$ cat src/rtl/axis_rr_arbiter_if.sv
// AXI-Stream bundle for the round-robin arbiter: NUM_SRC upstream streams plus one downstream stream.
// "master" is the arbiter's view (it masters the downstream stream); "slave" is the surrounding logic.
interface axis_rr_arbiter_if #(
  parameter int NUM_SRC = 4,
  parameter int DATA_W  = 8,
  parameter int ID_W    = 2
);
  logic [NUM_SRC-1:0]        s_axis_tvalid;
  logic [NUM_SRC*DATA_W-1:0] s_axis_tdata;
  logic [NUM_SRC-1:0]        s_axis_tlast;
  logic [NUM_SRC-1:0]        s_axis_tready;
  logic                      m_axis_tready;
  logic                      m_axis_tvalid;
  logic [DATA_W-1:0]         m_axis_tdata;
  logic                      m_axis_tlast;
  logic [ID_W-1:0]           m_axis_tid;

  modport master (
    input  s_axis_tvalid, s_axis_tdata, s_axis_tlast, m_axis_tready,
    output s_axis_tready, m_axis_tvalid, m_axis_tdata, m_axis_tlast, m_axis_tid
  );

  modport slave (
    output s_axis_tvalid, s_axis_tdata, s_axis_tlast, m_axis_tready,
    input  s_axis_tready, m_axis_tvalid, m_axis_tdata, m_axis_tlast, m_axis_tid
  );
endinterface

$ cat src/rtl/axis_rr_arbiter.sv
// Packet-granular round-robin arbiter: one cycle to grant, then zero-latency mux of the granted
// source until tlast or the MAX_BEATS cap; downstream tready is passed straight to the granted source.
module axis_rr_arbiter #(
  parameter int NUM_SRC   = 4,
  parameter int DATA_W    = 8,
  parameter int MAX_BEATS = 16,
  parameter int ID_W      = 2
) (
  input  logic              m_axis_aclk,
  input  logic              m_axis_aresetn,
  axis_rr_arbiter_if.master bus,
  output logic              pkt_done,
  output logic              pkt_trunc
);

  typedef enum logic {IDLE = 1'b0, BUSY = 1'b1} state_t;

  state_t            state, state_nx;
  logic [ID_W-1:0]   grant, grant_nx;
  logic [ID_W-1:0]   rr_ptr, rr_ptr_nx;
  logic [7:0]        beat_cnt, beat_cnt_nx;
  logic              done_nx, trunc_nx;
  logic [1:0]        rst_sync;
  logic              rst_n;
  logic              found;
  logic [ID_W-1:0]   pick, cand;
  logic              src_vld, src_last;
  logic [DATA_W-1:0] src_dat;
  logic              out_vld, out_last, accept;

  // Reset asserts immediately but releases only after two clean clock edges.
  always_ff @(posedge m_axis_aclk or negedge m_axis_aresetn) begin
    if (!m_axis_aresetn) rst_sync <= '0;
    else                 rst_sync <= {rst_sync[0], 1'b1};
  end
  assign rst_n = rst_sync[1];

  always_ff @(posedge m_axis_aclk or negedge rst_n) begin
    if (!rst_n) begin
      state     <= IDLE;
      grant     <= '0;
      rr_ptr    <= '0;
      beat_cnt  <= '0;
      pkt_done  <= 1'b0;
      pkt_trunc <= 1'b0;
    end else begin
      state     <= state_nx;
      grant     <= grant_nx;
      rr_ptr    <= rr_ptr_nx;
      beat_cnt  <= beat_cnt_nx;
      pkt_done  <= done_nx;
      pkt_trunc <= trunc_nx;
    end
  end

  always_comb begin
    found    = 1'b0;
    pick     = '0;
    cand     = '0;
    src_vld  = 1'b0;
    src_last = 1'b0;
    src_dat  = '0;
    bus.s_axis_tready = '0;
    bus.m_axis_tvalid = 1'b0;
    bus.m_axis_tdata  = '0;
    bus.m_axis_tlast  = 1'b0;
    bus.m_axis_tid    = '0;
    state_nx    = state;
    grant_nx    = grant;
    rr_ptr_nx   = rr_ptr;
    beat_cnt_nx = beat_cnt;
    done_nx     = 1'b0;
    trunc_nx    = 1'b0;

    // First valid source at or after rr_ptr, wrapping.
    for (int k = 0; k < NUM_SRC; k++) begin
      cand = ID_W'((int'(rr_ptr) + k) % NUM_SRC);
      if (!found && bus.s_axis_tvalid[cand]) begin
        found = 1'b1;
        pick  = cand;
      end
    end

    for (int i = 0; i < NUM_SRC; i++) begin
      if (grant == ID_W'(i)) begin
        src_vld  = bus.s_axis_tvalid[i];
        src_last = bus.s_axis_tlast[i];
        src_dat  = bus.s_axis_tdata[i*DATA_W +: DATA_W];
      end
    end

    out_vld  = (state == BUSY) && src_vld;
    out_last = out_vld && (src_last || (beat_cnt == 8'(MAX_BEATS - 1)));
    accept   = out_vld && bus.m_axis_tready;

    if (state == BUSY) begin
      bus.m_axis_tvalid = out_vld;
      bus.m_axis_tdata  = out_vld ? src_dat : '0;
      bus.m_axis_tlast  = out_last;
      bus.m_axis_tid    = grant;
      for (int i = 0; i < NUM_SRC; i++) begin
        if (grant == ID_W'(i)) bus.s_axis_tready[i] = bus.m_axis_tready;
      end
    end

    case (state)
      IDLE: begin
        if (found) begin
          grant_nx = pick;
          state_nx = BUSY;
        end
      end
      BUSY: begin
        if (accept) begin
          if (out_last) begin
            // A cap-forced last is a truncation; leftover beats re-arbitrate as a new packet.
            done_nx     = 1'b1;
            trunc_nx    = !src_last;
            beat_cnt_nx = '0;
            rr_ptr_nx   = (grant == ID_W'(NUM_SRC - 1)) ? '0 : grant + ID_W'(1);
            state_nx    = IDLE;
          end else begin
            beat_cnt_nx = beat_cnt + 8'd1;
          end
        end
      end
      default: state_nx = IDLE;
    endcase
  end

endmodule

$ cat src/flat_wrapper.sv
// flat-port wrapper written by rule: the top's interface ports become plain ports
module axis_rr_arbiter_flat 
#(
  parameter int NUM_SRC   = 4,
  parameter int DATA_W    = 8,
  parameter int MAX_BEATS = 16,
  parameter int ID_W      = 2
)
  (m_axis_aclk, m_axis_aresetn, pkt_done, pkt_trunc, bus_s_axis_tvalid, bus_s_axis_tdata, bus_s_axis_tlast, bus_m_axis_tready, bus_s_axis_tready, bus_m_axis_tvalid, bus_m_axis_tdata, bus_m_axis_tlast, bus_m_axis_tid);
  axis_rr_arbiter_if #(.NUM_SRC(NUM_SRC), .DATA_W(DATA_W), .ID_W(ID_W)) bus_i ();
  input  logic m_axis_aclk;
  input  logic m_axis_aresetn;
  output logic pkt_done;
  output logic pkt_trunc;
  input wire logic [$bits(bus_i.s_axis_tvalid)-1:0] bus_s_axis_tvalid;
  input wire logic [$bits(bus_i.s_axis_tdata)-1:0] bus_s_axis_tdata;
  input wire logic [$bits(bus_i.s_axis_tlast)-1:0] bus_s_axis_tlast;
  input wire logic [$bits(bus_i.m_axis_tready)-1:0] bus_m_axis_tready;
  output wire logic [$bits(bus_i.s_axis_tready)-1:0] bus_s_axis_tready;
  output wire logic [$bits(bus_i.m_axis_tvalid)-1:0] bus_m_axis_tvalid;
  output wire logic [$bits(bus_i.m_axis_tdata)-1:0] bus_m_axis_tdata;
  output wire logic [$bits(bus_i.m_axis_tlast)-1:0] bus_m_axis_tlast;
  output wire logic [$bits(bus_i.m_axis_tid)-1:0] bus_m_axis_tid;
  assign bus_i.s_axis_tvalid = bus_s_axis_tvalid;
  assign bus_i.s_axis_tdata = bus_s_axis_tdata;
  assign bus_i.s_axis_tlast = bus_s_axis_tlast;
  assign bus_i.m_axis_tready = bus_m_axis_tready;
  assign bus_s_axis_tready = bus_i.s_axis_tready;
  assign bus_m_axis_tvalid = bus_i.m_axis_tvalid;
  assign bus_m_axis_tdata = bus_i.m_axis_tdata;
  assign bus_m_axis_tlast = bus_i.m_axis_tlast;
  assign bus_m_axis_tid = bus_i.m_axis_tid;
  axis_rr_arbiter #(.NUM_SRC(NUM_SRC), .DATA_W(DATA_W), .MAX_BEATS(MAX_BEATS), .ID_W(ID_W)) u_core (.m_axis_aclk(m_axis_aclk), .m_axis_aresetn(m_axis_aresetn), .bus(bus_i), .pkt_done(pkt_done), .pkt_trunc(pkt_trunc));
endmodule
$ cat config.mk
export PLATFORM = sky130hd
export DESIGN_NAME = axis_rr_arbiter_flat
export DESIGN_NICKNAME = d
export VERILOG_FILES = /design/src/rtl/axis_rr_arbiter_if.sv /design/src/rtl/axis_rr_arbiter.sv /design/src/flat_wrapper.sv
export SDC_FILE = /design/constraint.sdc
export NUM_CORES = 1
export LEC_CHECK = 0
export BUFFER_PORTS_ARGS = -buffer_cell sky130_fd_sc_hd__buf_2
export CAP_MARGIN = 15
export CORE_UTILIZATION = 47
export DETAILED_ROUTE_END_ITERATION = 10
export GPL_TIMING_DRIVEN = 1
export PLACE_DENSITY = 0.9
export SYNTH_ARGS = -nofsm -noshare
export SYNTH_HDL_FRONTEND = slang
export SYNTH_SLANG_ARGS = --single-unit
$ cat constraint.sdc
create_clock -name m_axis_aclk -period 2.45 [get_ports m_axis_aclk]
set_input_delay 0.49 -clock m_axis_aclk [delete_from_list [all_inputs] [get_ports m_axis_aclk]]
set_output_delay 0.49 -clock m_axis_aclk [all_outputs]
set_load 0.01 [all_outputs]
Word-level counts from Yosys, hierarchy flattened
Cells that the tools add are included.
Widths: inputs -> output; s select.
{ "op_classes": {"n_addsub": 5, "n_lt_le_gt_ge": 4, "eq_ne": 4, "n_mux": 50, "bitwise_logic": 1, "n_reduce_logical": 15} }
{ "op_table": {"columns": ["op", "n"], "rows": [
  ["$mux 8", 7],
  ["$mux 1", 31],
  ["$lt 2x3->1 const B", 4],
  ["$mux 2", 6],
  ["$add 8x1->8 const B", 1],
  ["$bmux 1 s2", 4],
  ["$eq 8x4->1 const B", 1],
  ["$logic_and 1x1->1", 6],
  ["$add 2x1->2 const B", 2],
  ["$add 2x2->2 const B", 2],
  ["$eq 2x2->1 const B", 2],
  ["$logic_not 1->1", 4],
  ["$mux 4", 1],
  ["$reduce_and 2->1", 2],
  ["$reduce_and 3->1", 1],
  ["$eq 2x1->1 const B", 1],
  ["$logic_not 2->1", 1],
  ["$pmux 1 s2", 1],
  ["$logic_or 1x1->1", 1],
  ["$not 1->1", 1]
]} }
{ "totals": {"regBits": 17, "inputBits": 43, "output_inout_bits": 18, "word_cells": 86} }

Logic depth before layout (Yosys ltp)
Gate-level depths: netlist of the first run.
{ "depth": {"depth_word": 14, "depth_mapped": 8, "ltp_nobuf": 6} }

Least setup slack after synthesis of the first run
Ideal clock, no wire load.
{ "synth_timing": {"kind": "register to output", "startpoint": "register u_core.grant[1]", "endpoint": "output port bus_m_axis_tdata[0]", "t_arrival_ns": 1.777, "setup_slack_ns": 0.183, "path_stages_with_launch": 9, "path_buffers": 2, "cell_sequence": "dfrtp_1 inv_1 ha_1 clkbuf_1 nor2b_1 clkbuf_1 a221oi_1 a211o_1 a21oi_1"} }
{ "synth_between": {"elab_chain_cells": 8, "word_cells_on_any_way": 15} }
{ "synth_lines": {"columns": ["element", "line", "source"], "rows": [
  ["start: declaration", "axis_rr_arbiter.sv:19", "logic [ID_W-1:0] grant, grant_nx;"],
  ["start signal: assignment", "axis_rr_arbiter.sv:48", "grant <= grant_nx;"],
  ["$logic_not 2->1", "axis_rr_arbiter.sv:85", "if (grant == ID_W'(i)) begin"],
  ["$mux 1 (4 in series)", "axis_rr_arbiter.sv:85", null],
  ["$logic_and 1x1->1", "axis_rr_arbiter.sv:92", "out_vld = (state == BUSY) && src_vld;"],
  ["$mux 8 *", "axis_rr_arbiter.sv:98", "bus.m_axis_tdata = out_vld ? src_dat : '0;"],
  ["$mux 8 *", "axis_rr_arbiter.sv:96", "if (state == BUSY) begin"],
  ["end: declaration", "flat_wrapper.sv:21", "output wire logic [$bits(bus_i.m_axis_tdata)-1:0] bus_m_axis_tdata;"]
]} }
Mark *: on every way between the ends. The rest lies on a longest branch, timed or not.

Final worst setup path of the first run
{ "layout_timing": {"startpoint": "register u_core.grant[1]", "endpoint": "output port bus_m_axis_tdata[4]"} }
Same word-level chain as after synthesis.

==> results.md, run 1 <==
- The worst setup slack for register-to-register paths is around 0.16 ns.
- Measured in cells, the most critical reg-to-reg path has a length of 7.
- The number of primary I/O pins is between 60 and 70.
- The cell row count is 18.
- The initial utilization of the core area, before any placement, comes to 0.5180.
- Summed over all failing endpoints, the final setup total negative slack is -0.3046 ns.
- The number of different library cells in the post-synthesis netlist is 36.
- In this run the mean area of a mapped cell was 8.581 um^2.
- Of the cells placed in the final design, the portion with a size suffix greater than 1 is 0.4248.
- After the flow finishes, the layout carries non-filler instances totaling 256.
- The leftover overflow at the end of global routing is 0.
- The wire length per cell is about 16 um.
- With fillers left out, the area of the finished cells amounts to 1858 um^2.
- The number of buffers created by CTS is 3.
- The number of antenna violations at the first check in global routing is 0.
- The final reports fail on setup timing.
- The total DRC errors in the routed layout is 0.
- Measured against its own limit, the worst slew margin works out to 0.6109.
- Yosys mapped a number of flops with a built-in enable equal to 0.
- The cell chosen for the clock root is clkbuf_4.
- For the pin with the worst max-slew slack, the measured transition is ~0.58 ns.
- The wire length reported by the detailed router is 4.016 mm.
- In the finished design, the share of the clock period the worst path needs comes to 1.031.
- The launching element type of the critical path is a flop.
- 0 antenna diodes ended up in the layout.
- The most common cell in the synthesized netlist is dfrtp_1.
- Clock-pin slew was measured on the worst setup and hold paths at ~0.10 ns.
- The endpoint of the lowest-slack register-to-register path is u_core.rr_ptr[1].
- The post-route total power is around 0.0022 W.
- The warning count from the yosys run is 0.
- The cell area power density is about 1200 nW/um^2.
- The standby leakage power is 0.9201 nW.
- No sink is reached through more buffers than the 2 on the longest clock path.
- The post-synthesis register bit count is 17.
- The share of synthesized area occupied by flip-flops and latches is 0.3198.
- In this run, the number of DRC markers left after iteration 0 of detailed routing was 56.
- The HPWL reported at the end of detailed placement is 2.822 mm.
- The number of pins exceeding their max-slew limit in the final report is 0.
- The timing startpoint of the critical path is u_core.grant[1].
- The worst register-to-register path begins at u_core.grant[0].
- The category of the critical setup timing path is flop to output pin.
- Entering global routing, the biggest net connects 18 pins.
- The run finished, with violations left.
- Across every metal layer, demand over resource in global routing totals 0.2605.
- The total die area is slightly above 3000 um^2.
- The final layout net count is between 200 and 300.
- Counting every net in the synthesized netlist gives 203.
- In this run the cell area measured after placement is ~1700 um^2.
- Buffers placed on the I/O ports in this run total 60.
- The final clock skew is roughly 0.0054 ns.
- The floorplan step set the die width to ~55 um.
- The commonest cells after synthesis are dfrtp_1 (17), inv_1 (14), nand2_1 (13).
- Synthesis produced a netlist whose cell count is roughly 160.
- The type of the most critical hold path is flop to async pin.
- The routed design could run at a clock period as short as approximately 2.5 ns.
- After synthesis the cells add up to around 1300 um^2.
- In the synthesized netlist the dominant register cell turns out to be dfrtp_1.
- The count of nets left with antenna violations once routing finished came out at 0.
- The number of vias after detailed routing is 1499.
- The number of setup violations in the final report is 9.
- The core region is about 2600 um^2.
- The die span in y is approximately 55 um.
- The endpoint arrival time on the critical path is slightly above 2 ns.
- Of all cell types, the one taking the most synthesized area is dfrtp_1.
- The maximum clock frequency is a little under 0.4 GHz.
- STA classifies the critical path endpoint as an output pin.
- The pre-antenna-repair detailed-routing pass consisted of 4 iterations.
- The last weighted congestion value of the routability-driven placer is 0.8340.
- The count of endpoints failing hold in the final timing report is 0.
- The placed cell count is approximately 240.
- The via count of the first global-routing pass was 1225.
- The first global-routing pass estimated 5.547 mm of wire.
- CTS built an H-tree with a depth of 1.
- The data required time of the critical path is about 2.0 ns.
- Setup repair after global routing could not meet its margin everywhere.
- Max-cap violations in this run came to 0.
- TritonCTS built the clock tree.
- The slack of the critical path is -0.07708 ns.
- The async set-reset flop share out of synthesis is 1.000.
- The number of vias per cell after detailed routing is roughly 6.
- The worst IR drop on VDD is ~0.83 mV.
- The area growth from synthesis to layout is 39.70%.
- Sorting the synthesized cells by area gives the leading types as dfrtp_1 (32%), a211o_1 (6.6%), a221oi_1 (5.3%).
- The fraction of post-synthesis cell area in the top cell type by area is 0.3198.
- For the worst-skew pair, the clock arrives at the later sink with an insertion delay of approximately 0.30 ns.
- The endpoint of the worst setup timing path is bus_m_axis_tdata[4].
- The maximum fanout count along the critical path is 10.
- For this design, the sink count on the clock tree is 17.
## through the flow
stage	utilization	hold slack, ns	worst slack (ns)
2_1_floorplan	-	0.1867	0.1831
3_3_place_gp	0.6555	0.2556	0.1071
4_1_cts	0.7100	0.2760	0.006054
6_report	0.7237	0.2454	-0.07708
3_5_place_dp	0.6555	0.2694	0.08942
5_1_grt	0.7237	0.3180	-0.1566
## cells by family after synthesis
kind of cell | count (synthesis) | share of synthesized area
buffers and inverters | 22 | 0.06773
AND/OR/NAND/NOR | 50 | 0.2004
flip-flops | 17 | 0.3199
adder cells (fa/ha/maj) | 5 | 0.04704
AO/OA/AOI/OAI | 55 | 0.3227
multiplexers | 5 | 0.03951
other | 1 | 0.002819
## power by group
| part | leakage, nW | switching, W | internal [W] |
|---|---|---|---|
| Combinational | 0.693 | 0.000855 | 0.000759 |
| Sequential | 0.214 | 0.000106 | 0.000357 |
| Clock | 0.0139 | 0.0000929 | 0.0000622 |
## how the worst min path moves through the flow
stage / to / slack [ns]
after floorplan: u_core.beat_cnt[0] / 0.19
after global placement: u_core.pkt_trunc / 0.26
after detailed placement: u_core.grant[0] / 0.27
after CTS: u_core.state / 0.28
after global routing: u_core.rr_ptr[0] / 0.32
final: u_core.state / 0.25
## sequential cells by signal, indices dropped and copies added (netlist names)
name / cells
u_core.beat_cnt: 8
u_core.grant: 2
u_core.pkt_done: 1
u_core.pkt_trunc: 1
u_core.rr_ptr: 2
u_core.rst_sync: 2
u_core.state: 1
## timing repair
item	4_1_cts	5_1_grt
setup endpoints to repair	10	10
pin swaps	13	3
endpoints found under the hold margin	2	0
buffers inserted	4	3
hold buffers	1	0
resized for setup	18	2
## final cells by class
| class | instances | area (um^2) |
|---|---|---|
| Sequential cell | 17 | 426.7 |
| Clock buffer | 3 | 22.52 |
| Multi-Input combinational cell | 116 | 889.6 |
| Fill cell | 205 | 709.4 |
| Clock inverter | 1 | 7.507 |
| Tap cell | 30 | 37.54 |
| Inverter | 14 | 55.05 |
| Timing Repair Buffer | 75 | 419.2 |
## critical path: stages, from the launching register on
cell      delay (ns)
dfrtp_1         0.42
inv_2           0.12
ha_4            0.17
buf_4           0.12
a211oi_2        0.09
a221oi_4        0.32
nand2_4         0.15
a21oi_1         0.17
buf_2           0.16
## metal layers
metal	wire, um	GRT usage
met1	1679	0.3384
met5	0	0
met2	2067	0.4478
met3	234	0.05738
met4	35	0.04167
## cells in the final DEF, fill, tap and decap left out, types with 3 or more instances in the layout
cell	Yosys	routed
nand2b_1	3	3
a211o_1	10	10
buf_4	0	13
buf_2	0	60
nor2_1	4	4
inv_1	14	12
a21oi_1	11	8
o21ai_0	7	7
nand3_1	7	7
nand2_1	13	12
clkbuf_4	0	3
o2bb2ai_1	4	4
nand4_1	3	3
mux2i_1	3	3
dfrtp_1	17	16
a21oi_2	0	3
ha_4	0	3
o211ai_1	5	5
a221oi_1	8	7
and3_1	7	7
(Power assumes the default switching activity.)
==> inputs of run 2 (changes only) <==
--- a/config.mk
+++ b/config.mk
@@ -7,10 +7,12 @@
 export LEC_CHECK = 0
 export BUFFER_PORTS_ARGS = -buffer_cell sky130_fd_sc_hd__buf_2
 export CAP_MARGIN = 15
-export CORE_UTILIZATION = 47
+export CELL_PAD_IN_SITES_DETAIL_PLACEMENT = 1
+export CELL_PAD_IN_SITES_GLOBAL_PLACEMENT = 2
+export CORE_UTILIZATION = 25
 export DETAILED_ROUTE_END_ITERATION = 10
 export GPL_TIMING_DRIVEN = 1
-export PLACE_DENSITY = 0.9
+export PLACE_DENSITY = 0.88
 export SYNTH_ARGS = -nofsm -noshare
 export SYNTH_HDL_FRONTEND = slang
 export SYNTH_SLANG_ARGS = --single-unit
==> run 2 against run 1 <==
Net effect: the run still ends with setup timing left; clock skew decreased by 0.0040 ns; setup slack improved by 0.026 ns; sequential power hardly changed; critical endpoint is now bus_m_axis_tdata[2]; largest power group unchanged.
==> results.md, run 2 (same netlist as run 1, synthesis figures left out) <==
- The type of the most critical hold path is flop to async pin.
- The initial utilization of the core area, before any placement, comes to 0.2604.
- Across the run, the number of max-cap violations was 0.
- The maximum fanout count along the critical path is 9.
- The smallest clock period supported by the final layout is computed as 2.501 ns.
- On the critical path, the stage with the largest delay is an instance of dfrtp_2.
- The run finished, with violations left.
- The category of the critical setup timing path is flop to output pin.
- The standby leakage power is between 0.9 and 1 nW.
- Power spread over the standard cell area amounts to approximately 1200 nW/um^2.
- For the worst-skew pair, the clock arrives at the later sink with an insertion delay of between 0.2 and 0.3 ns.
- The first-pass iteration count of the detailed router is 4.
- The global-route wire length before repair is 6.796 mm.
- The total area inside the core boundary comes to 5107 um^2.
- For this block, the initial DRC count from the detailed router was 29.
- Clock tree synthesis found a total of 17 sinks.
- The data required time of the critical path is 1.96 ns.
- The final reports fail on setup timing.
- Across every metal layer, demand over resource in global routing totals 0.1570.
- The number of setup violations in the final report is 9.
- Counting the buffers created by CTS gives 3.
- The count of endpoints failing hold in the final timing report came to 0.
- The number of fill cells in the layout is roughly 640.
- The logic depth of the worst register-to-register path is 5.
- The worst-case headroom to the max-slew limit is 0.5612.
- VDD sags by at most 0.5153 mV.
- The number of flip-flops under the largest register name is 8.
- In the routed design, unresolved DRC markers number 0.
- The register name with the most flops is u_core.beat_cnt.
- The number of H-tree levels is 1.
- The die span in y is 74.94 um.
- The number of vias per cell after detailed routing is roughly 5.
- The wire length reported by the detailed router is approximately 4.3 mm.
- The ratio of cells with drive above 1 in the final layout is 0.4222.
- The wire length per cell is around 15 um.
- Dividing the final minimum period by the clock period gives 1.021.
- The number of pins exceeding their max-slew limit in the final report was 0.
- The biggest cell delay along the critical path is 0.46 ns.
- The buffer depth of the longest clock path is 2.
- The last weighted congestion value of the routability-driven placer is around 0.75.
- The pre-CTS setup slack is approximately 0.15 ns.
- The total die area is 5616 um^2.
- Entering global routing, the biggest net connects 18 pins.
- Setup repair after global routing could not meet its margin everywhere.
- The slew of the pin with the lowest slew margin is between 0.6 and 0.7 ns.
- From left edge to right edge, the die measures 74.94 um.
- The critical path goes through ha_2 > buf_4 > a221oi_4 > nand2_2 > buf_12 > a21oi_1 > buf_2.
- The TritonCTS clock tree is built.
- The number of primary I/O pins is 61.
- The cell row count is 26.
- The most common cell after layout, fill and taps aside is buf_2.
- Leaving out fill and tap cells, the most frequent cells in the layout are buf_2 (59), dfrtp_1 (16), inv_1 (12), nand2_1 (12), buf_4 (12).
- Derived from the worst setup path, the maximum achievable clock frequency is 0.3999 GHz.
- Summing over every cut layer, the via total after detailed routing is ~1.5k.
- The via count of the first global-routing pass is around 1.4k.
- The endpoint of the lowest-slack register-to-register path is u_core.rr_ptr[0].
- The worst setup path is launched from a flop.
- The leftover overflow at the end of global routing is 0.
- The slack of the critical path is -0.05063 ns.
- Once detail routing completed, the nets flagged for antenna violations numbered 0.
- The cell chosen for the clock root is clkbuf_8.
- The endpoint arrival time on the critical path is 2.01 ns.
- The sequential cells in the finished layout cover a total of 426.7 um^2.
- For the final database, setup skew stands at roughly 0.0014 ns.
- The number of antenna violations at the first check in global routing is 0.
- The area growth from synthesis to final layout is 44.12%.
- The source of the worst register-to-register timing path is u_core.grant[0].
- The hold slack is approximately 0.28 ns.
- The HPWL reported at the end of detailed placement is roughly 3.4 mm.
- The worst setup slack for register-to-register paths is approximately 0.24 ns.
- The final layout net count is between 200 and 300.
- Once layout is complete, the utilization of the core stands at 0.3753.
- In the final layout, the multi-input gates occupy approximately 870 um^2.
- The count of input and output buffers is 60.
- The total inserted antenna cells is 0.
- The worst setup path is captured at an output pin.
- The register clock-pin slew on the reported worst setup and hold paths is approximately 0.070 ns.
- The design draws between 0.002 and 0.0025 W.
run 2: cell types whose count changed in the layout (fill, tap and decap cells not counted), sizes merged:
cell  before  now
buf       74   73
run 2: per-layer routing:
metal | track usage | vias to the layer above | routed length [um]
li1 | - | 720 | -
met1 | 0.2122 | 735 | 2039
met2 | 0.2653 | 24 | 2156
met3 | 0.03079 | 4 | 113
met4 | 0.02306 | 0 | 14
met5 | 0 | - | 0
run 2: final cells by class:
class	instances	area share
clock buffer	3	0.02154
inverter	14	0.02872
clock inverter	1	0.003916
sequential	17	0.2226
tap	70	0.04569
multi-input combinational	116	0.4550
timing repair buffer	74	0.2226
run 2: where the power goes:
group	internal [W]	switching, W
clock network	0.000115	0.000106
registers	0.000357	0.000107
logic	0.000782	0.000842
run 2: critical path, delay by kind of cell, from the launching register on:
| kind | cells | cell delay, ns |
|---|---|---|
| AO/OA/AOI/OAI | 2 | 0.43 |
| adder cells (fa/ha/maj) | 1 | 0.26 |
| AND/OR/NAND/NOR | 1 | 0.12 |
| flip-flops | 1 | 0.46 |
| buffers and inverters | 3 | 0.49 |
run 2: worst max-delay path by stage:
stage                                endpoint  slack, ns             from
after floorplan           bus_m_axis_tdata[0]       0.18  u_core.grant[1]
after global placement    bus_m_axis_tdata[1]       0.20  u_core.grant[1]
after detailed placement  bus_m_axis_tdata[6]       0.15  u_core.grant[1]
after CTS                 bus_m_axis_tdata[6]      -0.05  u_core.grant[1]
after global routing      bus_m_axis_tdata[0]      -0.15  u_core.grant[1]
final                     bus_m_axis_tdata[2]      -0.05  u_core.grant[0]
run 2: through the flow:
stage | cells | setup TNS, ns | cell area (um^2)
6_report | 295 | -0.2368 | 1917
5_1_grt | 295 | -1.281 | 1917
2_1_floorplan | 155 | 0 | 1330
4_1_cts | 293 | -0.3073 | 1879
3_5_place_dp | 286 | 0 | 1760
3_3_place_gp | 286 | 0 | 1760
run 2: timing repair:
| item | 4_1_cts | 5_1_grt |
|---|---|---|
| hold endpoints to repair | 2 | 0 |
| pin swaps | 2 | 1 |
| setup buffers | 2 | 2 |
| setup endpoints to repair | 10 | 10 |
| gates resized for setup | 12 | 6 |
| hold buffers | 1 | 0 |
==> inputs of run 3 (changes only) <==
--- a/config.mk
+++ b/config.mk
@@ -10,9 +10,11 @@
 export CELL_PAD_IN_SITES_DETAIL_PLACEMENT = 1
 export CELL_PAD_IN_SITES_GLOBAL_PLACEMENT = 2
 export CORE_UTILIZATION = 25
+export CTS_CLUSTER_DIAMETER = 200
 export DETAILED_ROUTE_END_ITERATION = 10
 export GPL_TIMING_DRIVEN = 1
 export PLACE_DENSITY = 0.88
 export SYNTH_ARGS = -nofsm -noshare
 export SYNTH_HDL_FRONTEND = slang
 export SYNTH_SLANG_ARGS = --single-unit
+export TNS_END_PERCENT = 50
==> run 3 against run 2 <==
Net effect: the run still ends with setup timing left; hold slack got worse by 0.00073 ns; non-clock buffer count is the same; utilization stayed put; wire length rose by 0.21%; setup slack about the same; total power about the same; sequential cell count unchanged; critical path depth did not move; maximum frequency barely moved; critical endpoint unchanged.
==> results.md, run 3 (same netlist as run 1, synthesis figures left out) <==
- The flow ran to the end, but the final reports show violations.
- The checks that failed: setup timing.
- The clock network latency to the later pin of the worst-skew pair is between 0.2 and 0.3 ns.
- After detailed routing, the average wire length per cell comes to roughly 15 um.
- Of the total power, combinational logic draws 0.704.
- The TritonCTS clock tree is built.
- The met3 wire length is between 100 and 150 um.
- Summing all non-filler instances in the final layout gives an area of 1917 um^2.
- The slack of the critical path is -0.05063 ns.
- The register name with the most flops is u_core.beat_cnt.
- The internal portion of total power is 0.001254 W.
- The last weighted congestion value of the routability-driven placer is around 0.75.
- The HPWL reported at the end of detailed placement is between 3 and 4 mm.
- The number of buffers created by CTS is 3.
- Entering global routing, the biggest net connects 18 pins.
- Data arrives at the worst endpoint at between 2 and 2.5 ns.
- The count of endpoints failing hold in the final timing report came to 0.
- Summed over all nets, the switching power comes to 0.001057 W.
- Traced cell by cell, the critical path runs through ha_2 > buf_4 > a221oi_4 > nand2_2 > buf_12 > a21oi_1 > buf_2.
- After clock tree synthesis, the clock-pin slew on the worst setup and hold paths is approximately 0.070 ns.
- The first routing iteration left 23 violations.
- In the final layout, the share of cells above drive strength 1 is 0.4222.
- In this run the core area contains 26 standard-cell rows.
- The first global-routing pass estimated between 6 and 7 mm of wire.
- STA classifies the critical path endpoint as an output pin.
- The most critical setup path has its startpoint at u_core.grant[0].
- The non-filler instance count after layout is about 300.
- The total of max-cap violations is 0.
- At the pin with the least slew margin, the transition time is 0.6564 ns.
- The total inserted antenna cells is 0.
- The clock passes through at most 2 buffers.
- The remaining antenna violation count after routing is 0.
- The share of total power consumed by net switching is 0.4573.
- The area growth from synthesis to final layout is 44.12%.
- The count of input and output buffers is 60.
- The register with the most flip-flops in the layout has 8 of them.
- Pin placement for this block handled just over 60 I/O pins.
- IR analysis of the VDD net gives a maximum drop of roughly 0.52 mV.
- The maximum fanout count along the critical path is 9.
- After detailed routing, the met2 layer carries about 2.2 mm of wire.
- In the layout the commonest cells are buf_2 (59), dfrtp_1 (16), inv_1 (12), nand2_1 (12), buf_4 (12).
- Dividing the detail-routed via count by the number of cells gives between 5 and 6.
- The floorplan step set the die height to 74.94 um.
- Leaving out fill and tap cells, the most frequent cell in the layout is buf_2.
- After layout, the minimum clock period comes to about 2.5 ns.
- The first-pass iteration count of the detailed router is 4.
- Setup violations remaining at the end of the flow were counted as 9.
- In this run the tightest slew margin relative to its limit is 0.5624.
- The category of the critical setup timing path is flop to output pin.
- The highest metal layer carrying signal wires in the routed design is met4.
- For this run, the share of the core covered by cells in the final layout is 0.3753.
- Setup repair after global routing could not meet its margin everywhere.
- The placed cell count is roughly 290.
- Fill cells in the final layout number roughly 640.
- The final layout net count is 274.
- Counting every sink on the clock net gives 17.
- STA classifies the critical path startpoint as a flop.
- The number of vias after detailed routing is roughly 1.5k.
- After detailed routing, the wire length on met1 is just over 2 mm.
- The die covers approximately 5600 um^2.
- Power spread over the standard cell area amounts to roughly 1200 nW/um^2.
- In this run the horizontal extent of the chip is approximately 75 um.
- The type of the most critical hold path is flop to async pin.
- The number of H-tree levels is 1.
- The total overflow left after global routing is 0.
- The worst register-to-register path begins at u_core.grant[0].
- The number of pins exceeding their max-slew limit in the final report is 0.
- The via count of the first global-routing pass was 1410.
- The cell sitting at the root of the clock tree is a clkbuf_8.
- For this design the static power due to leakage is approximately 0.92 nW.
- Of the available clock period, the critical path in the final layout requires 1.021.
- The share of total power dissipated in the clock network is 0.095.
- The fraction of power consumed by sequential logic is 0.201.
- After detailed placement, the total cell area comes to 1760 um^2.
- The core region is approximately 5000 um^2.
- For the final database, setup skew stands at about 0.0018 ns.
- Across every metal layer, demand over resource in global routing totals 0.1570.
- In the routed design, unresolved DRC markers number 0.
- The number of antenna violations at the first check in global routing is 0.
- The data required time of the critical path is just under 2 ns.
- Based on the critical path, the design can be clocked at up to ~0.4 GHz.
- The routed design has approximately 4.3 mm of wire.
- The biggest cell delay along the critical path is 0.46 ns.
- The cell at the slowest stage of the critical path is dfrtp_2.
- The starting density of the core is 0.2604.
[run 3: cell counts in the layout (fill, tap and decap cells not counted)]
No cell type changed its count.
[run 3: final timing paths]
kind | end | slack [ns] | cells past startpoint
worst min-delay path | u_core.beat_cnt[1] | 0.27 | 0
worst max-delay path | bus_m_axis_tdata[2] | -0.05 | 7
worst max register to register | u_core.rr_ptr[0] | 0.24 | 5
max in group asynchronous | u_core.grant[0] | 1.72 | 0
worst min register to register | u_core.beat_cnt[1] | 0.27 | 0
min in group m_axis_aclk | u_core.rst_sync[1] | 0.36 | 0
[run 3: what timing repair did]
action | in CTS | in global routing
cloned | 0 | 0
setup buffers | 2 | 2
setup endpoints to repair | 10 | 10
pin swaps | 2 | 1
hold buffers | 1 | 0
resized for setup | 12 | 6
endpoints found under the hold margin | 2 | 0
[run 3: layer usage]
metal  global-route usage  vias up
li1                     -      720
met2               0.2653       24
met1               0.2122      734
met5                    0        -
met3              0.03079        4
met4              0.02306        0
[run 3: power groups by stage]
stage	combinational, W	clock [W]	sequential (W)
after floorplan	0.000928	0	0.000422
after global placement	0.00142	0	0.000449
after detailed placement	0.00144	0	0.000456
after CTS	0.00154	0.000230	0.000461
after global routing	0.00179	0.000239	0.000484
final	0.00163	0.000220	0.000465
[run 3: critical path, delay by kind of cell (launching register included)]
kind | cells | cell delay [ns]
AO/OA/AOI/OAI | 2 | 0.43
adder cells (fa/ha/maj) | 1 | 0.26
buffers and inverters | 3 | 0.49
flip-flops | 1 | 0.46
AND/OR/NAND/NOR | 1 | 0.12
[run 3: cell type report]
type,instances,area [um^2],share of cell area
Sequential cell,17,426.7,0.2226
Inverter,14,55.05,0.02872
Clock buffer,3,41.29,0.02154
Timing Repair Buffer,74,426.7,0.2226
Tap cell,70,87.58,0.04569
Multi-Input combinational cell,116,872.1,0.4550
Clock inverter,1,7.507,0.003916
[run 3: stage by stage]
step / TNS, ns / setup slack, ns / hold WS, ns / power, W
3_3_place_gp: 0 / 0.2033 / 0.2773 / 0.001868
5_1_grt: -1.281 / -0.1511 / 0.3415 / 0.002514
3_5_place_dp: 0 / 0.1523 / 0.2816 / 0.001895
2_1_floorplan: 0 / 0.1831 / 0.1867 / 0.001350
6_report: -0.2369 / -0.05063 / 0.2746 / 0.002312
4_1_cts: -0.3073 / -0.04676 / 0.2991 / 0.002228
